### src/rtl/fir_decim_pwm_if.sv
// Sample-path bundle between the FIR output stage and its decimating rescaler.
// The master drives the strobe and the FIR word; the slave returns the rescaled sample and the PWM bit.
interface fir_decim_pwm_if;
    logic               ready_in;
    logic signed [17:0] y_in;
    logic signed [7:0]  sample_out;
    logic               sample_valid_out;
    logic               clip_out;
    logic               pwm_out;

    modport master (
        output ready_in, y_in,
        input  sample_out, sample_valid_out, clip_out, pwm_out
    );

    modport slave (
        input  ready_in, y_in,
        output sample_out, sample_valid_out, clip_out, pwm_out
    );
endinterface

### src/rtl/fir_decim_pwm.sv
// Decimates the 18-bit FIR output by DECIM, rescales by 2**SHIFT with round-half-up and 8-bit saturation.
// Define PWM_OUT_EN to build the glitch-free 8-bit PWM audio output; otherwise pwm_out is tied low.
module fir_decim_pwm #(
    parameter int DECIM = 4,
    parameter int SHIFT = 10
) (
    input  logic           clk_in,
    input  logic           rst_n_in,
    fir_decim_pwm_if.slave io
);

    localparam int DATA_W = 18;
    localparam int OUT_W  = 8;

    localparam logic [3:0]              DCNT_LAST = 4'(DECIM - 1);
    localparam logic signed [DATA_W:0]  RND       = (DATA_W + 1)'(64'd1 << (SHIFT - 1));
    localparam logic signed [DATA_W:0]  QMAX      = (DATA_W + 1)'(127);
    localparam logic signed [DATA_W:0]  QMIN      = -(DATA_W + 1)'(128);

    // One extra bit of headroom so adding the half-LSB can never overflow.
    function automatic logic signed [DATA_W:0] round_shift(input logic signed [DATA_W-1:0] y);
        logic signed [DATA_W:0] r;
        r = {y[DATA_W-1], y} + RND;
        return r >>> SHIFT;
    endfunction

    // Returns {clip, value}.
    function automatic logic [OUT_W:0] saturate(input logic signed [DATA_W:0] q);
        if (q > QMAX)
            return {1'b1, 8'h7F};
        else if (q < QMIN)
            return {1'b1, 8'h80};
        else
            return {1'b0, q[OUT_W-1:0]};
    endfunction

    logic [3:0]               dcnt;
    logic                     capture;
    logic                     vld_p0;
    logic signed [DATA_W-1:0] y_p0;
    logic [OUT_W:0]           sat_p0;
    logic signed [OUT_W-1:0]  sample_p1;
    logic                     vld_p1;
    logic                     clip_p1;

    assign capture = io.ready_in && (dcnt == DCNT_LAST);

    // Stage p0: decimation counter and capture of the FIR word
    always_ff @(posedge clk_in or negedge rst_n_in) begin
        if (!rst_n_in) begin
            dcnt   <= '0;
            vld_p0 <= 1'b0;
        end else begin
            vld_p0 <= capture;
            if (io.ready_in)
                dcnt <= capture ? 4'd0 : dcnt + 4'd1;
        end
    end

    always_ff @(posedge clk_in) begin
        if (capture)
            y_p0 <= io.y_in;
    end

    assign sat_p0 = saturate(round_shift(y_p0));

    // Stage p1: rescaled, saturated sample held between valid pulses
    always_ff @(posedge clk_in or negedge rst_n_in) begin
        if (!rst_n_in) begin
            sample_p1 <= '0;
            vld_p1    <= 1'b0;
            clip_p1   <= 1'b0;
        end else begin
            vld_p1  <= vld_p0;
            clip_p1 <= vld_p0 & sat_p0[OUT_W];
            if (vld_p0)
                sample_p1 <= $signed(sat_p0[OUT_W-1:0]);
        end
    end

    assign io.sample_out       = sample_p1;
    assign io.sample_valid_out = vld_p1;
    assign io.clip_out         = clip_p1;

`ifdef PWM_OUT_EN
    logic [7:0] pcnt;
    logic [7:0] pending;
    logic [7:0] duty;
    logic       pwm_p2;

    // Pending is written at the end of the valid cycle, so a sample coinciding with
    // the wrap clock misses this reload and applies one period later.
    always_ff @(posedge clk_in or negedge rst_n_in) begin
        if (!rst_n_in) begin
            pcnt    <= '0;
            pending <= 8'h80;
            duty    <= 8'h80;
            pwm_p2  <= 1'b0;
        end else begin
            pcnt   <= pcnt + 8'd1;
            pwm_p2 <= (pcnt < duty);
            if (vld_p1)
                pending <= $unsigned(sample_p1) ^ 8'h80;
            if (pcnt == 8'hFF)
                duty <= pending;
        end
    end

    assign io.pwm_out = pwm_p2;
`else
    assign io.pwm_out = 1'b0;
`endif

endmodule

### src/flat_wrapper.sv
// flat-port wrapper written by rule: the top's interface ports become plain ports
module fir_decim_pwm_flat 
#(
    parameter int DECIM = 4,
    parameter int SHIFT = 10
)
  (clk_in, rst_n_in, io_ready_in, io_y_in, io_sample_out, io_sample_valid_out, io_clip_out, io_pwm_out);
  fir_decim_pwm_if io_i ();
  input  logic clk_in;
  input  logic rst_n_in;
  input wire logic [$bits(io_i.ready_in)-1:0] io_ready_in;
  input wire logic [$bits(io_i.y_in)-1:0] io_y_in;
  output wire logic [$bits(io_i.sample_out)-1:0] io_sample_out;
  output wire logic [$bits(io_i.sample_valid_out)-1:0] io_sample_valid_out;
  output wire logic [$bits(io_i.clip_out)-1:0] io_clip_out;
  output wire logic [$bits(io_i.pwm_out)-1:0] io_pwm_out;
  assign io_i.ready_in = io_ready_in;
  assign io_i.y_in = io_y_in;
  assign io_sample_out = io_i.sample_out;
  assign io_sample_valid_out = io_i.sample_valid_out;
  assign io_clip_out = io_i.clip_out;
  assign io_pwm_out = io_i.pwm_out;
  fir_decim_pwm #(.DECIM(DECIM), .SHIFT(SHIFT)) u_core (.clk_in(clk_in), .rst_n_in(rst_n_in), .io(io_i));
endmodule
### config.mk
export PLATFORM = sky130hd
export DESIGN_NAME = fir_decim_pwm_flat
export DESIGN_NICKNAME = d
export VERILOG_FILES = /design/src/rtl/fir_decim_pwm_if.sv /design/src/rtl/fir_decim_pwm.sv /design/src/flat_wrapper.sv
export SDC_FILE = /design/constraint.sdc
export NUM_CORES = 1
export LEC_CHECK = 0
export ABC_AREA = 1
export CAP_MARGIN = 20
export CORE_MARGIN = 5
export CORE_UTILIZATION = 46
export DETAILED_ROUTE_END_ITERATION = 10
export PLACE_DENSITY = 0.83
export SKIP_CTS_REPAIR_TIMING = 1
export SLEW_MARGIN = 20
export SYNTH_ARGS = -nofsm -noshare
export SYNTH_HDL_FRONTEND = slang
export SYNTH_SLANG_ARGS = --single-unit
### constraint.sdc
create_clock -name clk_in -period 2.3 [get_ports clk_in]
set_input_delay 0.23 -clock clk_in [delete_from_list [all_inputs] [get_ports clk_in]]
set_output_delay 0.23 -clock clk_in [all_outputs]
set_load 0.01 [all_outputs]
==> impl_metrics.yaml, run 1 <==
status:
  status: "completed"
power_and_ir_drop:
  leakage_nw: 0.633
  ir_drop_uv: 534
  swShare: 0.294
  power_frac_comb: 0.291
  p_switching_w: 0.000373
  p_seq_frac: 0.500
  finalPower_w: 0.00127
  power.density_nw_per_um2: 919
  p_int_w: 0.000897
  p_clk_frac: 0.209
sta:
  rsz0062_at_grt: "false"
  fin_tns_setup_ns: 0
  finalCritPeriodShare: 0.646
  fmax_mhz: 673
  skew_ns: 0.00240
  relSlewSlack: 0.562
  min_period_ns: 1.49
  setup_viol: 0
  timing.final.hold_violations: 0
  worst_pin_slew_ns: 0.654
  maxSlewViolCount: 0
grt:
  grt_overflow: 0
  grtUsageTotal: 0.118
  use_met3: 0.0241
  grtUsageMet1: 0.130
  grt_max_degree: 16
  grt_pass1_vias: 751
  grt_use_met2: 0.215
  grt_antenna_before_repair: 0
  grt.busiest_layer: "met2"
  grt_pass1_wl_um: 3060
synth:
  syn_inst: 118
  synth-edff-count: 9
  ys.warnings.count: 0
  synth_area_per_cell_um2: 9.32
  synth_simple_gate_area_frac: 0.278
  syn_nets: 141
  synth_area_um2: 1100
  synthFlopType: "dfrtp_1"
  yosysTopAreaCell: "dfrtp_1"
  async_flop_share: 0.625
  synth_xor_area_frac: 0.0319
  ys_ff_latch: 24
  yosys.cell_count.top_type: "nand2_1"
  yosysTopAreaCellShare: 0.341
  ys_types: 20
  synth_top_family_by_area: "simple AND/OR/NAND/NOR gates"
  synthAdderAreaFrac: 0.0228
  synth.area.top_cells: "dfrtp_1 34%, edfxtp_1 25%, nand2_1 14%, nor2_1 5.1%, inv_1 3.8%"
  synth_mux_area_frac: 0
  synth_commonest_cells: "40 x nand2_1, 15 x dfrtp_1, 15 x nor2_1"
  ys_seq_area_frac: 0.587
  synth_compound_area_frac: 0.0228
die:
  core_area_um2: 2250
  start_util: 0.488
  die_h_um: 58.9
  ioPinCount: 32
  die_area_um2: 3470
  die_w_um: 58.9
  row_count: 17
detailed_routing:
  wirelength_um: 1910
  drc_errors: 0
  drtIter0Drc: 9
  dr.pass1.iters: 4
  ant_nets: 0
  via_per_inst: 4.77
  wl_per_cell_um: 11.2
  vias: 811
placed_design:
  gp_congestion: 0.869
  io_buffers: 21
  dp_hpwl_um: 1510
  placedCellCount: 166
critical_path:
  crit_chain: "clkdlybuf4s50_1"
  critPathKind: "register to output port"
  critPathBufInv: 1
  cp_slowest_cell: "clkdlybuf4s50_1"
  endpoint_kind: "output port"
  slowest_delay_ns: 0.55
  crit_path_max_fanout: 2
  start_kind: "register"
  critPathRequiredTime_ns: 2.07
  crit_family: "buffers and inverters"
  arrival_ns: 1.26
final_layout:
  synthToLayoutAreaGrowth_pct: 25.6
  stdcell_count: 170
  nNetsFinal: 166
  nFillCells: 205
  antenna_cells: 0
  drive_above_1_share: 0.0986
clock_network:
  cts-htree-levels: 1
  cts_tree: "done"
  cts-root-buf: "clkbuf_4"
  clock_sinks: 24
  numCtsBuffers: 3
  clock_latency_ns: 0.32
  path_clk_slew_ns: 0.13
  clockBufferDepth: 2
hold_path:
  hp-class: "primary input to asynchronous set/reset pin"
flow_run:
  max-cap-violations: 0
per-layer routing:
layer  routed length (um)  vias up
met5                    0        -
li1                     -      412
met2                  973       21
met1                  769      375
met4                   31        0
met3                  131        3
registers in the layout, summed over array words and instances, names as in the netlist:
name	cells
u_core.y_p0	9
u_core.io.sample_out	8
u_core.dcnt	4
u_core.io.clip_out	1
u_core.io.sample_valid_out	1
u_core.vld_p0	1
area by class of cell:
type,instances,area (um^2),area share
timing repair buffer,22,218,0.158
multi-input combinational,81,394,0.285
clock buffer,4,47.5,0.0344
sequential,24,646,0.467
tap,28,35.0,0.0254
inverter,11,41.3,0.0299
power groups by stage:
stage          logic (W)  clock network, W  registers (W)
2_1_floorplan   0.000149                 0       0.000665
3_3_place_gp    0.000358                 0       0.000638
3_5_place_dp    0.000379                 0       0.000646
4_1_cts         0.000380          0.000271       0.000637
5_1_grt         0.000406          0.000287       0.000651
6_report        0.000370          0.000265       0.000635
worst paths after layout:
kind	startpoint	to	slack, ns	depth (start not counted)
worst min-delay path	rst_n_in	u_core.io.clip_out	0.29	1
worst min register to register	u_core.io.sample_out[2]	u_core.io.sample_out[2]	0.50	2
worst max register to register	u_core.y_p0[10]	u_core.io.sample_out[3]	0.88	10
max in group asynchronous	rst_n_in	u_core.dcnt[2]	1.60	1
worst max-delay path	u_core.io.sample_out[1]	io_sample_out[1]	0.81	1
min in group clk_in	io_y_in[13]	u_core.y_p0[13]	0.45	1
per-stage QoR:
stage	worst slack (ns)	cell area [um^2]	utilization	hold slack (ns)
final	0.814	1380	0.613	0.290
after global routing	0.746	1380	0.613	0.352
after CTS	0.783	1380	0.613	0.309
after detailed placement	0.715	1330	0.592	0.466
after global placement	0.788	1330	0.592	0.462
after floorplan	0.577	1100	-	-0.0656
cells by family after synthesis:
| group | Yosys count |
|---|---|
| xor gates and xnor gates | 4 |
| and+or+nand+nor | 69 |
| buffers and inverters | 13 |
| DFF | 24 |
| adders and majority gates | 2 |
| AOI/OAI and AO/OA | 5 |
| other | 1 |
placed cells by master (no fill, tap or decap):
cell type	n
a21oi_1	4
conb_1	1
clkbuf_16	1
nor2_4	2
xor2_1	1
nand2_2	5
nand4_1	2
edfxtp_1	9
nor3_1	1
xnor2_1	3
dfrtp_1	15
clkbuf_4	3
o21ai_0	1
buf_4	1
nor2_2	1
nand3_1	2
nand2_4	1
nand2_1	40
clkdlybuf4s50_1	21
ha_1	2
inv_1	11
nor2_1	15
(Power assumes the default switching activity.)
==> run 2, diff against run 1 <==
- clock period: 2.3 -> 1.5 ns (I/O delays scaled with it)
==> impl_metrics.yaml, run 2 (synthesized netlist as in run 1, its figures left out) <==
final_layout:
  nFillCells: 187
  drive_above_1_share: 0.169
  final_common_cell: "nand2_1"
  antenna_cells: 0
  postLayoutCoreUtil: 0.639
  largest_register_ffs: 9
  nNetsFinal: 172
  stdcell_count: 176
  top_register: "u_core.y_p0"
  synthToLayoutAreaGrowth_pct: 31.1
  final_cell_area_um2: 1440
  most-common-layout-cells: "39 x nand2_1, 21 x clkdlybuf4s50_1, 15 x dfrtp_1, 13 x nor2_1, 11 x inv_1"
placed_design:
  place_ws_ns: 0.0785
  dp_hpwl_um: 1540
  gp_congestion: 0.847
  placed_area_um2: 1350
  io_buffers: 21
  placedCellCount: 168
sta:
  rsz0062_at_grt: "true"
  finalCritPeriodShare: 0.948
  skew_ns: 0.00150
  setup_viol: 0
  min_period_ns: 1.42
  setup_slack_ns: 0.0778
  fmax_mhz: 703
  fin_tns_setup_ns: 0
  timing.final.hold_violations: 0
  maxSlewViolCount: 0
die:
  die_w_um: 58.9
  start_util: 0.488
  die_h_um: 58.9
  row_count: 17
  die_area_um2: 3470
  core_area_um2: 2250
  ioPinCount: 32
clock_network:
  cts-root-buf: "clkbuf_4"
  clock_sinks: 24
  clockBufferDepth: 2
  clock_latency_ns: 0.30
  cts_tree: "done"
  numCtsBuffers: 3
  path_clk_slew_ns: 0.13
  cts-htree-levels: 1
flow_run:
  max-cap-violations: 0
power_and_ir_drop:
  power_frac_comb: 0.297
  p_switching_w: 0.000567
  p_int_w: 0.00138
  ir_drop_uv: 1060
  swShare: 0.291
  p_clk_frac: 0.201
  power.density_nw_per_um2: 1350
  p_seq_frac: 0.502
  leakage_nw: 0.662
grt:
  grt_pass1_vias: 817
  grt_max_degree: 16
  grt_pass1_wl_um: 3280
  grt_overflow: 0
  grt_antenna_before_repair: 0
  grtUsageTotal: 0.121
critical_path:
  crit_start: "u_core.y_p0[9]"
  crit_chain: "ha_2 > nand2_2 > nor2_4 > buf_4 > nand2_1 > xnor2_1 > nor2_2 > nor2_1"
  start_kind: "register"
  cp_slowest_cell: "edfxtp_1"
  rr_startpoint: "u_core.y_p0[9]"
  critPathKind: "register to register"
  arrival_ns: 1.67
  r2r_slack_ns: 0.08
  slowest_delay_ns: 0.41
  endpoint_kind: "register"
  crit_path_max_fanout: 4
  critPathRequiredTime_ns: 1.75
detailed_routing:
  drc_errors: 0
  vias: 839
  via_per_inst: 4.77
  ant_nets: 0
  dr.pass1.iters: 4
  wl_per_cell_um: 11.6
  drtIter0Drc: 15
  wirelength_um: 2040
status:
  status: "completed"
hold_path:
  hp-class: "primary input to asynchronous set/reset pin"
[run 2: cell types whose count changed in the layout (fill, tap and decap cells not counted), sizes merged]
| cell | previous run | this run |
|---|---|---|
| buf | 1 | 7 |
[run 2: cell type report]
class	count	area, um^2	area share
flip-flops and latches	24	646	0.448
multi-input cells	81	409	0.284
repair buffers	28	263	0.182
clock buffers	4	47.5	0.0330
inverters	11	41.3	0.0286
well taps	28	35.0	0.0243
[run 2: worst max-delay path: cells and delay by family (launching register included)]
kind / cells / cell delay (ns)
flip-flops: 1 / 0.41
XOR/XNOR: 1 / 0.22
adder cells (fa/ha/maj): 1 / 0.20
buffers and inverters: 1 / 0.12
AND/OR/NAND/NOR: 5 / 0.43
[run 2: worst paths after layout]
check	endpoint	cells past startpoint
min in group clk_in	u_core.y_p0[11]	1
worst max register to register	u_core.io.sample_out[5]	8
worst min register to register	u_core.io.sample_out[4]	2
worst max-delay path	u_core.io.sample_out[5]	8
worst min-delay path	u_core.io.sample_out[4]	2
max in group asynchronous	u_core.dcnt[1]	2
[run 2: layer usage]
metal / wire [um] / vias to the layer above / global-route usage
li1: - / 427 / -
met1: 786 / 385 / 0.136
met2: 1100 / 23 / 0.229
met3: 117 / 4 / 0.0219
met4: 30 / 0 / 0.0388
met5: 0 / - / 0
[run 2: metrics by stage]
stage                     power, W  hold WS, ns
after floorplan            0.00125       -0.146
after global placement     0.00154        0.461
after detailed placement   0.00157        0.467
after CTS                  0.00196        0.140
after global routing       0.00208        0.144
final                      0.00195        0.141
[run 2: power groups by stage]
stage | logic, W | clock network [W] | registers (W)
3_3_place_gp | 0.000554 | 0 | 0.000983
2_1_floorplan | 0.000230 | 0 | 0.00102
6_report | 0.000579 | 0.000392 | 0.000979
5_1_grt | 0.000644 | 0.000430 | 0.00100
4_1_cts | 0.000580 | 0.000406 | 0.000978
3_5_place_dp | 0.000578 | 0 | 0.000994
==> run 3, diff against run 2 <==
- ABC_AREA: 1 -> 0
- CORE_UTILIZATION: 46 -> 45
==> impl_metrics.yaml, run 3 <==
detailed_routing:
  ant_nets: 0
  via_per_inst: 5.18
  dr.pass1.iters: 4
  wirelength_um: 1730
  vias: 736
  drc_errors: 0
  wl_per_cell_um: 12.2
  drtIter0Drc: 15
sta:
  maxSlewViolCount: 0
  fin_tns_setup_ns: 0
  fmax_mhz: 715
  setup_viol: 0
  timing.final.hold_violations: 0
  min_period_ns: 1.40
  skew_ns: 0.000757
  holdWs_ns: 0.152
  rsz0062_at_grt: "false"
  finalCritPeriodShare: 0.933
die:
  die_h_um: 57.9
  row_count: 17
  die_w_um: 57.9
  core_area_um2: 2190
  die_area_um2: 3350
  start_util: 0.471
  ioPinCount: 32
placed_design:
  placedCellCount: 138
  dp_hpwl_um: 1320
  gp_congestion: 0.895
  io_buffers: 21
power_and_ir_drop:
  ir_drop_uv: 684
  p_seq_frac: 0.517
  p_int_w: 0.00133
  p_clk_frac: 0.173
  p_switching_w: 0.000518
  power.density_nw_per_um2: 1380
  leakage_nw: 0.546
  swShare: 0.280
  power_frac_comb: 0.309
critical_path:
  crit_chain: "ha_2 > and4_4 > or2_2 > a21oi_1"
  crit_path_max_fanout: 5
  critPathRequiredTime_ns: 1.73
  cp_slowest_cell: "edfxtp_1"
  start_kind: "register"
  arrival_ns: 1.63
  slowest_delay_ns: 0.44
  critPathKind: "register to register"
  endpoint_kind: "register"
  crit_family: "simple AND/OR/NAND/NOR gates"
  critPathBufInv: 0
synth:
  yosys.cell_count.top_type: "dfrtp_1"
  syn_inst: 87
  synth_area_um2: 1030
  ys_ff_latch: 24
  synth_commonest_cells: "15 x dfrtp_1, 9 x edfxtp_1, 7 x nand2_1, 7 x nor2_1"
  yosysTopAreaCellShare: 0.364
  ys.warnings.count: 0
  synth_area_per_cell_um2: 11.9
  synthFlopType: "dfrtp_1"
  synth.area.top_cells: "dfrtp_1 36%, edfxtp_1 26%, a31oi_1 3.0%, nand2_1 2.5%, nor2_1 2.5%"
  synth-edff-count: 9
  ys_types: 32
  async_flop_share: 0.625
  syn_nets: 110
  yosysTopAreaCell: "dfrtp_1"
  ys_seq_area_frac: 0.625
grt:
  grt_antenna_before_repair: 0
  grt.busiest_layer: "met2"
  use_met3: 0.0156
  grt_pass1_wl_um: 2800
  grt_pass1_vias: 655
  grt_use_met2: 0.194
  grt_overflow: 0
  grt_max_degree: 16
  grtUsageTotal: 0.108
  grtUsageMet1: 0.121
final_layout:
  top_register: "u_core.y_p0"
  largest_register_ffs: 9
  seq_area_um2: 646
  most-common-layout-cells: "21 x clkdlybuf4s50_1, 15 x dfrtp_1, 9 x edfxtp_1, 7 x nand2_1, 7 x nor2_1"
  nFillCells: 168
  multi_input_area_um2: 375
  synthToLayoutAreaGrowth_pct: 30.2
  stdcell_count: 142
  postLayoutCoreUtil: 0.613
  antenna_cells: 0
  nNetsFinal: 138
  drive_above_1_share: 0.158
  final_common_cell: "clkdlybuf4s50_1"
clock_network:
  cts-htree-levels: 1
  numCtsBuffers: 3
  path_clk_slew_ns: 0.12
  clock_latency_ns: 0.30
  clock_sinks: 24
  clockBufferDepth: 2
  cts_tree: "done"
  cts-root-buf: "clkbuf_4"
status:
  status: "completed"
flow_run:
  max-cap-violations: 0
hold_path:
  hp-class: "primary input to asynchronous set/reset pin"
-- run 3: changes by cell type in the layout (fill, tap and decap cells not counted), moves of 2 or more --
cell and delta:
buf_4 -2, nor2_2 -3, nand2b_1 +2, or2_2 +2, mux2i_1 +2, nor2_4 -2, nand3_1 +3, nor2_1 -6
inv_1 -10, and3_1 +3, nand2_2 -6, nand2_1 -32, a31oi_1 +5
-- run 3: worst paths after layout --
check / start / to / slack [ns] / cells after the start
max: u_core.y_p0[10] / u_core.io.sample_out[3] / 0.10 / 4
min: rst_n_in / u_core.io.sample_out[5] / 0.15 / 2
max reg2reg: u_core.y_p0[10] / u_core.io.sample_out[3] / 0.10 / 4
min reg2reg: u_core.io.sample_out[7] / u_core.io.sample_out[7] / 0.50 / 1
max in group asynchronous: rst_n_in / u_core.vld_p0 / 1.18 / 2
min in group clk_in: io_y_in[10] / u_core.y_p0[10] / 0.40 / 1
-- run 3: cell families after synthesis --
family,count (synthesis),synth area share
buffers and inverters,4,0.0194
XOR/XNOR,4,0.0339
AO/OA/AOI/OAI,14,0.0812
adder cells (fa/ha/maj),2,0.0242
flip-flops,24,0.625
AND/OR/NAND/NOR,35,0.182
other,1,0.00363
multiplexers,3,0.0303
-- run 3: routing by layer --
metal	part of all wire	wire, um
met5	0	0
met4	0.016	28
met3	0.052	91
met1	0.42	735
met2	0.51	878
-- run 3: cell type report --
cell class | instances | area share
timing repair buffer | 26 | 0.184
inverter | 1 | 0.00279
clock buffer | 4 | 0.0270
sequential | 24 | 0.480
tap | 28 | 0.0261
multi-input combinational | 59 | 0.279
-- run 3: power groups by stage --
stage / logic, W / clock network [W] / registers [W]
floorplan: 0.000214 / 0 / 0.00100
CTS: 0.000581 / 0.000336 / 0.000959
global placement: 0.000562 / 0 / 0.000963
global route: 0.000623 / 0.000360 / 0.000983
detailed placement: 0.000577 / 0 / 0.000975
finish: 0.000572 / 0.000320 / 0.000956
-- run 3: per-stage QoR --
stage,total power (W),setup WS (ns),cell area (um^2)
after floorplan,0.00122,0.0252,1040
after global placement,0.00153,0.0853,1310
after global routing,0.00197,0.0337,1340
after CTS,0.00188,0.0337,1340
after detailed placement,0.00155,0.0599,1310
final,0.00185,0.101,1340
